==> src/rtl/sub_serial.sv <==
// Bit-serial subtractor: one difference bit per clock, LSB first, valid/ready on both sides.
// Optional signed-overflow flag compiled in with `define SUB_SERIAL_OVF_EN.
module sub_serial #(
   parameter int WIDTH = 8
) (
   input  logic             i_clk,
   input  logic             i_rst_n,
   input  logic             i_valid,
   output logic             o_ready,
   input  logic [WIDTH-1:0] i_num_a,
   input  logic [WIDTH-1:0] i_num_b,
   output logic             o_valid,
   input  logic             i_ready,
   output logic [WIDTH-1:0] o_res,
   output logic             o_brw,
   output logic             o_ovf
);

   localparam int CW = $clog2(WIDTH + 1);

   typedef enum logic [1:0] {
      IDLE = 2'd0,
      BUSY = 2'd1,
      DONE = 2'd2
   } state_t;

   state_t           state;
   state_t           state_nx;

   logic [WIDTH-1:0] sh_a;
   logic [WIDTH-1:0] sh_b;
   logic [WIDTH-1:0] acc;
   logic [CW-1:0]    cnt;
   logic             br;

   logic             a_bit;
   logic             b_bit;
   logic             d_bit;
   logic             br_nx;
   logic             last_bit;
   logic             accept;
   logic [WIDTH-1:0] res_nx;

   assign accept   = (state == IDLE) && i_valid;
   assign last_bit = (cnt == CW'(WIDTH - 1));

   // Per-bit difference and borrow from the current operand LSBs
   always_comb begin
      a_bit  = sh_a[0];
      b_bit  = sh_b[0];
      d_bit  = a_bit ^ b_bit ^ br;
      br_nx  = (~a_bit & b_bit) | (~(a_bit ^ b_bit) & br);
      res_nx = acc | (WIDTH'(d_bit) << cnt);
   end

   // State register
   always_ff @(posedge i_clk) begin
      if (!i_rst_n) begin
         state <= IDLE;
      end else begin
         state <= state_nx;
      end
   end

   // Next-state logic
   always_comb begin
      state_nx = state;
      unique case (state)
         IDLE: if (i_valid)  state_nx = BUSY;
         BUSY: if (last_bit) state_nx = DONE;
         DONE: if (i_ready)  state_nx = IDLE;
         default:            state_nx = IDLE;
      endcase
   end

   // Handshake outputs decoded from state
   always_comb begin
      o_ready = 1'b0;
      o_valid = 1'b0;
      unique case (state)
         IDLE:    o_ready = 1'b1;
         DONE:    o_valid = 1'b1;
         default: ;
      endcase
   end

   // Operand shifters, borrow, bit counter and partial result
   always_ff @(posedge i_clk) begin
      if (!i_rst_n) begin
         sh_a <= '0;
         sh_b <= '0;
         acc  <= '0;
         cnt  <= '0;
         br   <= 1'b0;
      end else if (accept) begin
         sh_a <= i_num_a;
         sh_b <= i_num_b;
         acc  <= '0;
         cnt  <= '0;
         br   <= 1'b0;
      end else if (state == BUSY) begin
         sh_a <= sh_a >> 1;
         sh_b <= sh_b >> 1;
         acc  <= res_nx;
         cnt  <= cnt + CW'(1);
         br   <= br_nx;
      end
   end

   // Published result, refreshed only as the last bit completes
   always_ff @(posedge i_clk) begin
      if (!i_rst_n) begin
         o_res <= '0;
         o_brw <= 1'b0;
      end else if (state == BUSY && last_bit) begin
         o_res <= res_nx;
         o_brw <= br_nx;
      end
   end

`ifdef SUB_SERIAL_OVF_EN
   logic a_msb;
   logic b_msb;

   // Capture operand signs at accept, flag overflow with the final bit
   always_ff @(posedge i_clk) begin
      if (!i_rst_n) begin
         a_msb <= 1'b0;
         b_msb <= 1'b0;
         o_ovf <= 1'b0;
      end else if (accept) begin
         a_msb <= i_num_a[WIDTH-1];
         b_msb <= i_num_b[WIDTH-1];
      end else if (state == BUSY && last_bit) begin
         o_ovf <= (a_msb != b_msb) && (d_bit != a_msb);
      end
   end
`else
   assign o_ovf = 1'b0;
`endif

endmodule

==> config.mk <==
export PLATFORM = sky130hd
export DESIGN_NAME = sub_serial
export DESIGN_NICKNAME = d
export VERILOG_FILES = /design/src/rtl/sub_serial.sv
export SDC_FILE = /design/constraint.sdc
export NUM_CORES = 1
export LEC_CHECK = 0
export CAP_MARGIN = 15
export CORE_AREA = 10 10 66 81
export DETAILED_ROUTE_END_ITERATION = 16
export DIE_AREA = 0 0 76 91
export GPL_TIMING_DRIVEN = 0
export PLACE_DENSITY = 0.74
export REMOVE_ABC_BUFFERS = 1
export SETUP_SLACK_MARGIN = 0.4
export SLEW_MARGIN = 0
export SYNTH_ARGS = -nofsm -noshare
export SYNTH_HDL_FRONTEND = slang
export SYNTH_SLANG_ARGS = --single-unit
==> constraint.sdc <==
create_clock -name i_clk -period 2.4 [get_ports i_clk]
set_clock_uncertainty 0.15 [all_clocks]
set_input_delay 0.36 -clock i_clk [delete_from_list [all_inputs] [get_ports i_clk]]
set_output_delay 0.36 -clock i_clk [all_outputs]
set_load 0.1 [all_outputs]
# [After elaboration in Yosys (flattened, before gate mapping)]
# Index checks and enable logic that the tools add are counted.
[totals] romBits=0 out_inout_bits=12 inputBits=20 latchBits=0 wordCells=41 mem_bits_rw=0 mem_count=0 register_bits=40
[classes] bitwise_logic=9 n_lt_le_gt_ge=0 div=0 n_mux=10 addsub=1 shifts=1 multipliers=0 n_reduce_logical=6 n_eq_ne=6
[op_table] op="8-bit 2-to-1 mux" count=4
[op_table] op="8-bit bitwise OR" count=1
[op_table] op="1-bit by 4-bit << shifter with 8-bit output" count=1
[op_table] op="2-bit 2-to-1 mux" count=3
[op_table] op="2-bit inequality test, second input constant" count=3
[op_table] op="2-bit case mux with 3 select lines" count=1
[op_table] op="4-bit by 1-bit adder with 4-bit output, second input constant" count=1
[op_table] op="4-bit by 3-bit == test with 1-bit output, second input constant" count=1
[op_table] op="1-bit inverter" count=3
[op_table] op="3-bit AND reduction" count=1
[op_table] op="1-bit bitwise AND" count=2
[op_table] op="2-bit by 1-bit == test with 1-bit output, second input constant" count=1
[op_table] op="2-bit == test, second input constant" count=1
[op_table] op="1-bit logical AND" count=2
[op_table] op="2-bit logical NOT" count=1
[op_table] op="1-bit 2-to-1 mux" count=2
[op_table] op="2-bit nonzero test" count=1
[op_table] op="2-bit OR reduction" count=1
[op_table] op="1-bit XOR" count=2
[op_table] op="1-bit bitwise OR" count=1

# [Depth between registers and ports, before layout]
# Gate-level depths: netlist (run 1).
[depth] ltp_word=4 mapped_depth=6 mapped_depth_nobuf=5

# [Least setup slack after synthesis (run 1)]
# OpenSTA, ideal clock, no wires.
[synth_path] path_type="register -> output" start="register state[1]" end="output port o_ready" slack_ps=-83 stages_incl_launch_ff=4 arrival_time_ps=1973 path_buffers=2 required_time_ps=1890 path_cell_list="dfxtp_1 buf_2 buf_1 nor2_1"
[synth_via] elab_chain_len=2
[synth_lines] element="start: declaration" line_no="27" rtl="state_t state;"
[synth_lines] element="start signal: assignment" line_no="61" rtl="state <= state_nx;"
[synth_lines] element="2-bit logical NOT" line_no="80" rtl="unique case (state)"
[synth_lines] element="1-bit 2-to-1 mux" line_no="80"
[synth_lines] element="end: declaration" line_no="9" rtl="output logic o_ready,"
# Every way passes these cells.

# [Worst setup path after layout (run 1)]
[layout_path] start="register o_res[1]" end="output port o_res[1]"
[layout_lines] element="start: declaration" line_no="14" rtl="output logic [WIDTH-1:0] o_res,"
[layout_lines] element="start signal: assignment" line_no="116" rtl="o_res <= res_nx;"
# No word-level cell between the ends.

==> flow_results.xml, run 1 <==
<?xml version="1.0" encoding="UTF-8"?>
<metrics>
  <group name="critical_path">
    <metric name="launching_point_of_the_worst_reg2reg_path" unit="">state[0]$_SDFFE_PN0P_</metric>
    <metric name="cp_cell_sequence" unit="">clkdlybuf4s15_1</metric>
    <metric name="timing.critical_path.from_type" unit="">flip-flop</metric>
    <metric name="cpLargestDelayFamily" unit="">buffers and inverters</metric>
    <metric name="worstSetupStartpoint" unit="">o_res[1]$_SDFFE_PN0P_</metric>
    <metric name="setup.worst_path.end_class" unit="">output port</metric>
    <metric name="cpMaxStageDelayCell" unit="">clkdlybuf4s15_1</metric>
    <metric name="critPathBufInv" unit="">1</metric>
    <metric name="crit_path_max_incr_delay" unit="ns">0.83</metric>
    <metric name="critical_path_arrival" unit="ns">1.46</metric>
    <metric name="worst-path-max-fanout" unit="">2</metric>
    <metric name="critical_path_class" unit="">flip-flop to output port</metric>
    <metric name="timing.critical_path.required" unit="ns">1.89</metric>
  </group>
  <group name="floorplan">
    <metric name="fp-row-count" unit="">25</metric>
    <metric name="coreArea" unit="um2">3780</metric>
    <metric name="die_h" unit="um">91</metric>
    <metric name="die_w" unit="um">76</metric>
    <metric name="initial_core_util" unit="%">48.8</metric>
    <metric name="die_area" unit="um2">6920</metric>
    <metric name="boundaryPins" unit="">32</metric>
  </group>
  <group name="sta">
    <metric name="timing_hold_violations_final" unit="">0</metric>
    <metric name="setup_viol" unit="">0</metric>
    <metric name="max_slew_violations" unit="">0</metric>
    <metric name="clock.fmax" unit="MHz">508</metric>
    <metric name="min_period_over_period" unit="%">82.1</metric>
    <metric name="rsz0062_at_grt" unit="">true</metric>
    <metric name="setup-tns-final" unit="ns">0</metric>
    <metric name="timing.max_slew.rel_slack" unit="%">35.5</metric>
    <metric name="final_period_minus_worst_setup_slack" unit="ns">1.97</metric>
    <metric name="worst_pin_slew" unit="ns">0.971</metric>
  </group>
  <group name="route">
    <metric name="detail_route.wirelength" unit="um">3930</metric>
    <metric name="detailedRoute.firstPassIterationCount" unit="">4</metric>
    <metric name="number_of_vias_per_cell" unit="">5.37</metric>
    <metric name="detail_route.wl_per_cell" unit="um">14.3</metric>
    <metric name="antenna_violating_nets_remaining" unit="">0</metric>
    <metric name="drt-initial-drc-count" unit="">101</metric>
    <metric name="remaining_drc_errors" unit="">0</metric>
    <metric name="vias" unit="">1471</metric>
  </group>
  <group name="synthesis">
    <metric name="ys_types" unit="">37</metric>
    <metric name="syn_inst" unit="">202</metric>
    <metric name="netlist_area" unit="um2">1850</metric>
    <metric name="yosys_warning_total" unit="">0</metric>
    <metric name="fraction_of_the_yosys_area_taken_by_sequential_cells" unit="%">43.4</metric>
    <metric name="syn-mean-instance-area" unit="um2">9.14</metric>
    <metric name="synth-seq-cells" unit="">40</metric>
  </group>
  <group name="global_route">
    <metric name="grt_util_all_layers" unit="%">11.3</metric>
    <metric name="first_global_vias" unit="">1349</metric>
    <metric name="grt_remaining_overflow" unit="">0</metric>
    <metric name="grt_pass1_wl" unit="um">6530</metric>
    <metric name="number_of_antenna_violations_at_the_first_check_in_global_routing" unit="">0</metric>
    <metric name="grt_start_max_net_pins" unit="">40</metric>
  </group>
  <group name="place">
    <metric name="place.gp.congestion" unit="">0.762</metric>
    <metric name="dp_hpwl" unit="um">2620</metric>
    <metric name="dpl.cell_count" unit="">267</metric>
    <metric name="placed_cell_area" unit="um2">2110</metric>
    <metric name="io_buffer_count" unit="">30</metric>
  </group>
  <group name="cells_and_area">
    <metric name="final_cell_count_no_fill" unit="">274</metric>
    <metric name="design.final.nets" unit="">242</metric>
    <metric name="area_growth_syn_to_layout" unit="%">17.0</metric>
    <metric name="postLayoutCellArea" unit="um2">2160</metric>
    <metric name="layout.core_utilization" unit="%">57.1</metric>
    <metric name="fraction_of_layout_instances_using_a_drive_strength_above_1" unit="%">19.5</metric>
    <metric name="antenna_cells_inserted" unit="">0</metric>
  </group>
  <group name="clock_network">
    <metric name="clkSinkCount" unit="">40</metric>
    <metric name="clock_tree.root_cell" unit="">clkbuf_8</metric>
    <metric name="htreeDepth" unit="">2</metric>
    <metric name="cts_made_buffers" unit="">5</metric>
    <metric name="cts-root-to-sink-buffers" unit="">2</metric>
    <metric name="worstSkewPairLatency" unit="ns">0.29</metric>
    <metric name="cts_tree" unit="">built</metric>
    <metric name="cts_hold_buffers" unit="">0</metric>
    <metric name="clk_pin_slew_worst_paths" unit="ns">0.07</metric>
  </group>
  <group name="pwr">
    <metric name="power_per_cell_area" unit="nW/um2">613</metric>
    <metric name="power.static_leakage" unit="uW">0.000800</metric>
    <metric name="totalPowerFinal" unit="uW">1320</metric>
    <metric name="ir_worst_vdd" unit="mV">0.384</metric>
  </group>
  <group name="outcome">
    <metric name="run_status" unit="">finished, final reports clean</metric>
  </group>
  <group name="hold_path">
    <metric name="worst_hold_startpoint" unit="">o_res[2]$_SDFFE_PN0P_</metric>
    <metric name="min_path_type" unit="">flip-flop to flip-flop</metric>
  </group>
  <group name="job">
    <metric name="maxCapViolCount" unit="">0</metric>
  </group>
</metrics>
==> placed cells by master (no fill, tap or decap), types with 3 or more instances in the layout <==
cell type	netlist	routed
dfxtp_1	40	38
nor2_1	30	30
a21oi_1	23	23
clkdlybuf4s50_1	0	17
nor2b_1	17	16
o221a_2	14	14
a31oi_1	9	9
nand2_1	8	8
inv_1	6	6
clkbuf_2	0	6
a211oi_2	5	5
mux2i_1	5	5
clkbuf_8	0	5
clkdlybuf4s15_1	0	3
==> timing repair <==
| item | CTS | global route |
|---|---|---|
| resized for setup | 29 | 14 |
| buffers inserted | 0 | 0 |
| setup endpoints to repair | 48 | 27 |
==> Yosys cell counts, drive strengths merged <==
cell,number,area (um2)
o221a,14,158
inv,6,22.5
o21a,1,7.51
ha,1,12.5
o21bai,1,7.51
and3b,2,18.8
nand2,8,30.0
conb,1,3.75
clkbuf,5,18.8
mux2i,5,50.1
nand4b,1,8.76
a211oi,7,77.6
nor2b,17,106
nand3b,1,7.51
nor3b,3,27.5
nor4b,1,8.76
xnor2,2,17.5
buf,14,88.8
dfxtp,40,801
o21ai,1,5.00
nor2,31,119
fa,1,20.0
a21oi,23,115
or3,1,6.26
nand2b,1,6.26
and4b,1,10.0
and2,1,8.76
a22oi,2,15.0
and4bb,1,12.5
a31oi,9,56.3
==> cell families after synthesis <==
logic type,Yosys count,synth area share [%]
xor gates and xnor gates,2,0.949
adders and majority gates,2,1.76
DFF,40,43.4
other,1,0.203
buffers and inverters,25,7.05
and+or+nand+nor,69,20.1
muxes,5,2.71
AOI/OAI and AO/OA,58,23.9
==> stage by stage <==
step / hold WS (ns) / worst slack [ns]
floorplan: 0.287 / -0.262
global placement: 0.296 / -0.376
detailed placement: 0.309 / -0.372
CTS: 0.320 / 0.284
global route: 0.343 / 0.353
finish: 0.312 / 0.430
==> tightest hold or removal path: stages, from the launching register on <==
cell	delay (ns)
dfxtp_1	0.31
nand2_1	0.05
mux2i_1	0.05
==> where the power goes <==
group | internal (uW) | switching, uW | leakage [uW]
Combinational | 90.7 | 93.6 | 0.000431
Sequential | 690 | 28.7 | 0.000328
Clock | 198 | 224 | 0.0000410
==> state kept, by name (all words and copies together), names as in the netlist <==
register and count:
acc 8, o_res 8, sh_a 8, sh_b 8
cnt 4, state 2, br 1, o_brw 1
==> worst paths after layout <==
check	end	cells after the start	slack, ns
hold / removal	o_res[2]$_SDFFE_PN0P_	2	0.31
hold reg to reg	o_res[2]$_SDFFE_PN0P_	2	0.31
setup reg to reg	o_res[0]$_SDFFE_PN0P_	3	0.50
setup / recovery	o_res[1]	1	0.43
==> per-layer routing <==
metal  global-route usage (%)  up-vias  share of wire, %
met1                     13.1      692                46
met3                     3.25        6               3.3
li1                         -      743                 -
met4                     5.22        0               1.9
met2                     18.7       30                49
met5                        0        -                 0
==> cell type report <==
type                    count  area, um2
flip-flops and latches     40        808
clock buffers               6       72.6
inverters                   6       22.5
repair buffers             30        258
clock inverters             1       5.00
multi-input cells         137        927
fillers                   353       1620
well taps                  54       67.6
Power figures use the tool's default switching activity.
==> inputs of run 2 (changes only) <==
CORE_AREA = 10 10 68 84   (was 10 10 66 81)
DIE_AREA = 0 0 78 94   (was 0 0 76 91)
PLACE_DENSITY = 0.72   (was 0.74)
clock period = 1.7 ns   (was 2.4 ns; I/O delays follow)
==> run 2 against run 1 <==
- the run now ends with negative setup slack left
- clock-buffer cell count unchanged
- total power up 58%
- register-to-register slack got worse by 0.52 ns
- critical path depth rose by 4
- utilization increased by 14 points
- flip-flop and latch count is the same
- cell area increased by 35%
- routed wire length grew 47%
- via count increased by 18%
- non-clock buffer count grew 27
==> flow_results.xml, run 2 (synthesis results as in run 1) <==
<?xml version="1.0" encoding="UTF-8"?>
<metrics>
  <group name="cells_and_area">
    <metric name="layout_commonest_cell" unit="">dfxtp_1</metric>
    <metric name="area_growth_syn_to_layout" unit="%">57.4</metric>
    <metric name="antenna_cells_inserted" unit="">0</metric>
    <metric name="top_library_cells_by_usage_in_the_layout_fill_and_taps_aside" unit="">26 x dfxtp_1, 20 x nor2_1, 19 x a21oi_1, 17 x clkdlybuf4s50_1, 15 x nor2b_1</metric>
    <metric name="fraction_of_layout_instances_using_a_drive_strength_above_1" unit="%">48.6</metric>
    <metric name="design.final.nets" unit="">271</metric>
    <metric name="postLayoutCellArea" unit="um2">2910</metric>
    <metric name="fillerInstances" unit="">262</metric>
    <metric name="layout.core_utilization" unit="%">71.5</metric>
  </group>
  <group name="critical_path">
    <metric name="timing.critical_path.required" unit="ns">1.78</metric>
    <metric name="path_depth" unit="">5</metric>
    <metric name="timing.critical_path.from_type" unit="">flip-flop</metric>
    <metric name="critical_path_class" unit="">flip-flop to flip-flop</metric>
    <metric name="critPathBufInv" unit="">1</metric>
    <metric name="cpLargestDelayFamily" unit="">adder cells</metric>
    <metric name="setup.worst_path.end_class" unit="">flip-flop</metric>
    <metric name="worst-path-max-fanout" unit="">5</metric>
    <metric name="crit_path_max_incr_delay" unit="ns">0.62</metric>
    <metric name="cpMaxStageDelayCell" unit="">fa_2</metric>
    <metric name="critical_path_arrival" unit="ns">1.80</metric>
    <metric name="ff2ff_path_depth" unit="">5</metric>
    <metric name="cp_cell_sequence" unit="">inv_2 &gt; fa_2 &gt; nor4b_4 &gt; a31oi_1 &gt; nor2_1</metric>
  </group>
  <group name="clock_network">
    <metric name="worstSkewPairLatency" unit="ns">0.29</metric>
    <metric name="clk_pin_slew_worst_paths" unit="ns">0.08</metric>
    <metric name="cts_made_buffers" unit="">5</metric>
    <metric name="cts_tree" unit="">built</metric>
    <metric name="cts_hold_buffers" unit="">0</metric>
    <metric name="clkSinkCount" unit="">40</metric>
    <metric name="htreeDepth" unit="">2</metric>
    <metric name="cts-root-to-sink-buffers" unit="">2</metric>
    <metric name="clock_tree.root_cell" unit="">clkbuf_8</metric>
  </group>
  <group name="route">
    <metric name="remaining_drc_errors" unit="">0</metric>
    <metric name="detail_route.wirelength" unit="um">5790</metric>
    <metric name="number_of_vias_per_cell" unit="">5.67</metric>
    <metric name="detailedRoute.firstPassIterationCount" unit="">4</metric>
    <metric name="drt-initial-drc-count" unit="">138</metric>
    <metric name="antenna_violating_nets_remaining" unit="">0</metric>
    <metric name="vias" unit="">1729</metric>
    <metric name="detail_route.wl_per_cell" unit="um">19.0</metric>
  </group>
  <group name="sta">
    <metric name="min_period_over_period" unit="%">101</metric>
    <metric name="clock.fmax" unit="MHz">582</metric>
    <metric name="timing.final.ws_setup" unit="ns">-0.0189</metric>
    <metric name="max_slew_violations" unit="">0</metric>
    <metric name="final_period_minus_worst_setup_slack" unit="ns">1.72</metric>
    <metric name="setup_viol" unit="">1</metric>
    <metric name="worst_pin_slew" unit="ns">0.553</metric>
    <metric name="rsz0062_at_grt" unit="">true</metric>
    <metric name="timing_hold_violations_final" unit="">0</metric>
    <metric name="timing.max_slew.rel_slack" unit="%">63.1</metric>
  </group>
  <group name="global_route">
    <metric name="grt_pass1_wl" unit="um">8630</metric>
    <metric name="grt_start_max_net_pins" unit="">27</metric>
    <metric name="first_global_vias" unit="">1760</metric>
    <metric name="number_of_antenna_violations_at_the_first_check_in_global_routing" unit="">0</metric>
    <metric name="grt_util_all_layers" unit="%">14.4</metric>
    <metric name="grt_remaining_overflow" unit="">0</metric>
  </group>
  <group name="pwr">
    <metric name="power.static_leakage" unit="uW">0.00108</metric>
    <metric name="ir_worst_vdd" unit="mV">0.732</metric>
    <metric name="comb_power_share" unit="%">23.6</metric>
    <metric name="netSwitchingFraction" unit="%">27.8</metric>
    <metric name="power_per_cell_area" unit="nW/um2">722</metric>
    <metric name="seqPwrFrac" unit="%">47.9</metric>
    <metric name="switchingPower" unit="uW">584</metric>
    <metric name="totalPowerFinal" unit="uW">2100</metric>
    <metric name="power_frac_clock" unit="%">28.5</metric>
    <metric name="internal_power" unit="uW">1510</metric>
  </group>
  <group name="floorplan">
    <metric name="coreArea" unit="um2">4070</metric>
    <metric name="die_h" unit="um">94</metric>
    <metric name="die_w" unit="um">78</metric>
    <metric name="die_area" unit="um2">7330</metric>
    <metric name="boundaryPins" unit="">32</metric>
    <metric name="fp-row-count" unit="">26</metric>
    <metric name="initial_core_util" unit="%">45.4</metric>
  </group>
  <group name="place">
    <metric name="preCtsSetupSlack" unit="ns">-1.00</metric>
    <metric name="dp_hpwl" unit="um">2610</metric>
    <metric name="place.gp.congestion" unit="">0.728</metric>
    <metric name="placed_cell_area" unit="um2">2110</metric>
    <metric name="io_buffer_count" unit="">30</metric>
  </group>
  <group name="job">
    <metric name="maxCapViolCount" unit="">0</metric>
  </group>
  <group name="hold_path">
    <metric name="min_path_type" unit="">flip-flop to flip-flop</metric>
    <metric name="holdPathStages" unit="">2</metric>
  </group>
  <group name="outcome">
    <metric name="run_status" unit="">finished with violations</metric>
    <metric name="failing_checks" unit="">negative setup slack</metric>
  </group>
</metrics>
==> run 2: cell types whose count changed in the layout (fill, tap and decap cells not counted), sizes merged <==
cell,delta
nand2b,+1
bufbuf,+1
clkbuf,-5
and2,+1
clkdlybuf4s15,-2
dlygate4sd2,-2
buf,+35
==> run 2: routing by layer <==
layer | up-vias | share of wire [%] | track usage [%]
met4 | 0 | 1.9 | 3.44
li1 | 807 | - | -
met5 | - | 0 | 0
met2 | 56 | 55 | 27.8
met3 | 12 | 4.3 | 4.12
met1 | 854 | 39 | 14.9
==> run 2: tightest hold or removal path: cells and delay by family (launching register included) <==
kind          cells  cell delay (ns)
simple gates      1             0.05
flops             1             0.31
mux               1             0.05
==> run 2: power by group through the flow <==
stage | clock (uW) | sequential (uW) | combinational (uW)
final | 599 | 1000 | 495
after global routing | 653 | 1010 | 523
after CTS | 601 | 998 | 444
after detailed placement | 0 | 1040 | 260
after global placement | 0 | 1040 | 262
after floorplan | 0 | 1030 | 172
==> run 2: metrics by stage <==
stage / TNS, ns / hold WS (ns) / cells
6_report: -0.0189 / 0.315 / 305
5_1_grt: -0.160 / 0.333 / 305
4_1_cts: 0 / 0.324 / 302
3_5_place_dp: -29.65 / 0.308 / 269
3_3_place_gp: -30.46 / 0.297 / 269
2_1_floorplan: -7.10 / 0.223 / 183
==> run 2: area by class of cell <==
cell class / instances / area [um2] / area share [%]
repair buffers: 57 / 724 / 24.9
multi-input cells: 139 / 1180 / 40.7
clock inverters: 1 / 5.00 / 0.172
inverters: 6 / 22.5 / 0.775
well taps: 56 / 70.1 / 2.41
clock buffers: 6 / 72.6 / 2.50
flip-flops and latches: 40 / 828 / 28.5
==> run 2: final timing paths <==
check	from	end	slack (ns)
setup reg to reg	br$_SDFFE_PP0N_	acc[1]$_SDFFE_PP0N_	-0.02
setup / recovery	br$_SDFFE_PP0N_	acc[1]$_SDFFE_PP0N_	-0.02
hold reg to reg	acc[2]$_SDFFE_PP0N_	o_res[2]$_SDFFE_PN0P_	0.32
hold / removal	acc[2]$_SDFFE_PP0N_	o_res[2]$_SDFFE_PN0P_	0.32
==> run 2: repair_timing <==
action | in CTS | in global routing
endpoints found under the setup margin | 51 | 50
resized for setup | 141 | 51
endpoints found under the hold margin | 0 | 0
buffers inserted | 22 | 3
pin swaps | 22 | 20
cloned | 4 | 0
